<file path="src/rtl/reg_file_pkg.sv">
// rtl/reg_file_pkg.sv - shared widths and read-source encoding for reg_file
// Optional flush support in reg_file is enabled with REGFILE_FLUSH_EN.
package reg_file_pkg;

  localparam int DataBus = 32;
  localparam int NameBus = 5;
  localparam int TagBus  = 5;
  localparam int RegNum  = 2 ** NameBus;

  typedef enum logic [1:0] {
    SrcZero,
    SrcStore,
    SrcBypass,
    SrcPending
  } readSrcT;

endpackage

</file>
<file path="src/rtl/reg_file_rdport.sv">
// rtl/reg_file_rdport.sv - one source-operand lookup with same-cycle commit bypass
// Instantiated per read port by reg_file.
module reg_file_rdport
  import reg_file_pkg::*;
#(
  parameter int DATA_W = DataBus,
  parameter int NAME_W = NameBus,
  parameter int TAG_W  = TagBus,
  parameter logic [TAG_W-1:0] TAG_FREE = '1
) (
  input  logic [NAME_W-1:0] readName,
  input  logic [TAG_W-1:0]  tagEntry,
  input  logic [DATA_W-1:0] dataEntry,
  input  logic              enCom,
  input  logic [TAG_W-1:0]  ComTag,
  input  logic [DATA_W-1:0] ComData,
  input  logic [NAME_W-1:0] ComName,
  output logic [DATA_W-1:0] readData,
  output logic [TAG_W-1:0]  readTag
);

  readSrcT src;

  // Bypass only when the committing entry is exactly the producer the table waits on.
  always_comb begin
    src = SrcPending;
    if (readName == '0)
      src = SrcZero;
    else if (tagEntry == TAG_FREE)
      src = SrcStore;
    else if (enCom && (ComName == readName) && (ComTag == tagEntry))
      src = SrcBypass;
  end

  always_comb begin
    readData = '0;
    readTag  = TAG_FREE;
    case (src)
      SrcZero:    begin readData = '0;        readTag = TAG_FREE; end
      SrcStore:   begin readData = dataEntry; readTag = TAG_FREE; end
      SrcBypass:  begin readData = ComData;   readTag = TAG_FREE; end
      SrcPending: begin readData = '0;        readTag = tagEntry; end
      default:    begin readData = '0;        readTag = TAG_FREE; end
    endcase
  end

endmodule

</file>
<file path="src/rtl/reg_file.sv">
// rtl/reg_file.sv - architectural register file and rename-tag table fed by ROB commits
// Define REGFILE_FLUSH_EN to add a flush input that frees every tag entry.
module reg_file
  import reg_file_pkg::*;
#(
  parameter int DATA_W = DataBus,
  parameter int NAME_W = NameBus,
  parameter int TAG_W  = TagBus,
  parameter logic [TAG_W-1:0] TAG_FREE = '1
) (
  input  logic              clk,
  input  logic              rst,
`ifdef REGFILE_FLUSH_EN
  input  logic              flush,
`endif
  input  logic              enCom,
  input  logic [TAG_W-1:0]  ComTag,
  input  logic [DATA_W-1:0] ComData,
  input  logic [NAME_W-1:0] ComName,
  input  logic [NAME_W-1:0] ReadNameO,
  input  logic [NAME_W-1:0] ReadNameT,
  output logic [DATA_W-1:0] ReadDataO,
  output logic [TAG_W-1:0]  ReadTagO,
  output logic [DATA_W-1:0] ReadDataT,
  output logic [TAG_W-1:0]  ReadTagT,
  input  logic              renameEn,
  input  logic [NAME_W-1:0] renameName,
  input  logic [TAG_W-1:0]  renameTag
);

  localparam int NumRegs = 2 ** NAME_W;

  logic [DATA_W-1:0] dataArr [NumRegs];
  logic [TAG_W-1:0]  tagArr  [NumRegs];

  // Later non-blocking writes win: commit clear < rename < flush.
  always_ff @(posedge clk) begin
    if (!rst) begin
      for (int i = 0; i < NumRegs; i++) begin
        dataArr[i] <= '0;
        tagArr[i]  <= TAG_FREE;
      end
    end else begin
      if (enCom && (ComName != '0)) begin
        dataArr[ComName] <= ComData;
        if (tagArr[ComName] == ComTag)
          tagArr[ComName] <= TAG_FREE;
      end
      if (renameEn && (renameName != '0))
        tagArr[renameName] <= renameTag;
`ifdef REGFILE_FLUSH_EN
      if (flush) begin
        for (int i = 0; i < NumRegs; i++)
          tagArr[i] <= TAG_FREE;
      end
`endif
    end
  end

  reg_file_rdport #(
    .DATA_W(DATA_W), .NAME_W(NAME_W), .TAG_W(TAG_W), .TAG_FREE(TAG_FREE)
  ) u_rdO (
    .readName (ReadNameO),
    .tagEntry (tagArr[ReadNameO]),
    .dataEntry(dataArr[ReadNameO]),
    .enCom    (enCom),
    .ComTag   (ComTag),
    .ComData  (ComData),
    .ComName  (ComName),
    .readData (ReadDataO),
    .readTag  (ReadTagO)
  );

  reg_file_rdport #(
    .DATA_W(DATA_W), .NAME_W(NAME_W), .TAG_W(TAG_W), .TAG_FREE(TAG_FREE)
  ) u_rdT (
    .readName (ReadNameT),
    .tagEntry (tagArr[ReadNameT]),
    .dataEntry(dataArr[ReadNameT]),
    .enCom    (enCom),
    .ComTag   (ComTag),
    .ComData  (ComData),
    .ComName  (ComName),
    .readData (ReadDataT),
    .readTag  (ReadTagT)
  );

endmodule

</file>
<file path="config.mk">
export PLATFORM = sky130hd
export DESIGN_NAME = reg_file
export DESIGN_NICKNAME = d
export VERILOG_FILES = /design/src/rtl/reg_file_pkg.sv /design/src/rtl/reg_file_rdport.sv /design/src/rtl/reg_file.sv
export SDC_FILE = /design/constraint.sdc
export NUM_CORES = 2
export LEC_CHECK = 0
export CORE_ASPECT_RATIO = 0.8
export CORE_MARGIN = 1
export CORE_UTILIZATION = 58
export DETAILED_ROUTE_END_ITERATION = 8
export DONT_BUFFER_PORTS = 1
export PLACE_DENSITY = 0.78
export SYNTH_ARGS = -nofsm -noshare
export SYNTH_HDL_FRONTEND = slang
export SYNTH_SLANG_ARGS = --single-unit
</file>
<file path="constraint.sdc">
create_clock -name clk -period 4 [get_ports clk]
set_clock_uncertainty 0.05 [all_clocks]
set_input_delay 0.4 -clock clk [delete_from_list [all_inputs] [get_ports clk]]
set_output_delay 0.4 -clock clk [all_outputs]
set_load 0.02 [all_outputs]
</file>
==> metrics.yaml <==
worst_path_max_delay_cell: "mux4_2"
p_leak_nw: 24.1
syn2layout_area_growth_pct: 11.2
drv_slew: 0
endpoint_kind: "primary output"
hold_viol: 0
synthTopCellsByArea: "edfxtp_1 (56%), mux4_2 (22%), nor2_1 (5.9%), mux2i_1 (3.4%), clkbuf_1 (2.2%)"
root_buffer: "clkbuf_16"
numPortBuffers: 0
setup_viol: 45
worstPathMaxFanout: 13
fmax_ghz: 0.230
syn_area_per_cell_um2: 14.4
antenna_found_initial: 7
peakVddDrop_uv: 425
crit_buf_inv: 3
drtIter0Drc: 8528
start_util: 0.589
clock-sinks: 1184
route.vias.total: 44700
ys_warn_count: 0
critPathMaxStageDelay_ns: 0.53
place_congestion: 1.05
fin_tns_setup_ns: -9.66
wl_um: 220000
rsz0062_at_grt: "yes"
violations: "design-rule violations, negative setup slack"
first_pass_iters: 9
yosysTopAreaCellShare: 0.564
wl_per_cell_um: 37.7
critPathArrivalTime_ns: 3.89
drive_above_1_share: 0.285
grt_pass1_vias: 43500
ys_seq_area_frac: 0.564
grt_pass1_wl_um: 307000
synthArstFlopShare: 0
cp_cell_sequence: "mux4_2 > mux4_2 > mux2i_4 > xnor2_2 > or4_4 > nor4b_4 > buf_4 > buf_12 > o2bb2ai_1 > buf_4"
worstHoldPathType: "in2reg"
max_slew_margin: 0.103
dp_hpwl_um: 121000
die_w_um: 371
tritoncts: "done"
synth-edff-count: 1184
fin_hold_ws_ns: 0.0583
synth-seq-cells: 1184
period_needed_ns: 4.34
synthesis.area_um2: 63100
final_common_cell: "edfxtp_1"
clk_pin_slew_ns: 0.07
pre_cts_ws_ns: 0.139
maxCapViolCount: 0
tightest_slew_ns: 1.34
die-area_um2: 110000
clock_path_buffers: 3
netlist_instances: 4367
gr-usage-all-layers: 0.396
final_cell_mix: "edfxtp_1 (1184), nor2_1 (992), mux4_2 (614), mux2i_1 (214), buf_4 (207)"
yosys_most_used_dff: "edfxtp_1"
core.rowCount: 107
critPathTopFamily: "multiplexers"
critPathLaunchType: "flop"
grt_max_degree: 360
drc: 6
antenna_left: 0
clock_latency_ns: 0.74
core_area_um2: 107000
outcome: "complete, but fails checks"
required_ns: 3.55
fin_ws_ns: -0.339
p_per_area_nw_per_um2: 418
vias_per_cell: 7.65
period_share: 1.08
final_nets: 4396
h-tree-depth: 3
overflow: 0
synth.distinct_cells: 61
synth_top_cell_by_area: "edfxtp_1"
ios: 140
fp.dieH_um: 297
numCtsBuffers: 112
criticalPathCategory: "reg2out"
layer usage:
metal / share of wire / track usage / up-vias
met5: 0.0010 / 0.00568 / -
met4: 0.067 / 0.207 / 14
met3: 0.19 / 0.178 / 1077
met2: 0.42 / 0.555 / 4684
met1: 0.32 / 0.519 / 22100
li1: - / - / 16800
worst paths after layout:
kind | from | to | slack (ns) | depth (start not counted)
worst max-delay path | tagArr[14][2]$_SDFFCE_PN1P_ | ReadDataO[17] | -0.34 | 10
worst min-delay path | rst | tagArr[1][3]$_SDFFCE_PN1P_ | 0.06 | 2
worst max register to register | tagArr[29][0]$_SDFFCE_PN1P_ | tagArr[23][1]$_SDFFCE_PN1P_ | 0.54 | 9
worst min register to register | tagArr[22][4]$_SDFFCE_PN1P_ | tagArr[27][1]$_SDFFCE_PN1P_ | 1.78 | 8
metrics by stage:
step	std cells	utilization	instance area (um^2)	power (mW)
3_5_place_dp	5561	0.609	65200	18.1
4_1_cts	5826	0.652	69800	28.9
2_1_floorplan	4402	-	63200	17.3
6_report	5844	0.655	70100	29.3
3_3_place_gp	5561	0.609	65200	18.0
5_1_grt	5840	0.655	70100	29.7
where the power goes:
group | leakage (nW) | internal, mW | total (mW) | switching [mW]
Clock | 1.80 | 6.05 | 10.9 | 4.90
Sequential | 11.4 | 14.3 | 14.7 | 0.393
Combinational | 11.0 | 1.67 | 3.63 | 1.96
sequential cells by signal, indices dropped and copies added, names as in the netlist:
| register | count |
|---|---|
| tagArr | 160 |
| dataArr | 1024 |
layout make-up:
cell class	count	area, um^2
Sequential cell	1184	35600
Inverter	36	135
Clock inverter	80	779
Tap cell	1417	1770
Antenna cell	5	12.5
Multi-Input combinational cell	2708	26200
Fill cell	7241	37000
Clock buffer	126	2900
Timing Repair Buffer	288	2760
kinds of logic (layout without fill, tap and decap cells):
logic type	after synthesis	in the layout	synth area share
XOR/XNOR	23	23	0.00319
flip-flops	1184	1184	0.564
buffers and inverters	510	530	0.0322
AO/OA/AOI/OAI	352	352	0.0407
multiplexers	873	873	0.263
other	2	42	0.000119
AND/OR/NAND/NOR	1423	1423	0.0973
cells in the mapped netlist, types with 9 or more instances:
library cell  count
clkbuf_1        367
buf_2            37
a22oi_1          33
edfxtp_1       1184
a31oi_1           9
xor2_1           14
o211ai_1         36
nand2b_1         35
o2bb2ai_1        22
nand3_1          24
mux4_2          614
mux2i_1         216
nor4_1           11
nand2_1         120
o221ai_1         34
o21ai_0          56
a21oi_1          38
inv_1            34
a221oi_1         30
a211oi_1         26
or2_2            68
buf_1            62
xnor2_1           9
and3_1            9
and2_1           36
mux2_2           37
nor2b_1          12
nor2_1          992
o2bb2ai_2        10
o22ai_1          34
or3_1            93
timing repair:
action,in CTS,in global routing
hold buffers,42,0
buffers inserted,16,9
gates resized for setup,64,34
setup endpoints to repair,63,68
pin swaps,3,4
hold endpoints to repair,252,0
gates cloned,1,2
Note: power is estimated with default switching activity, not from simulation.
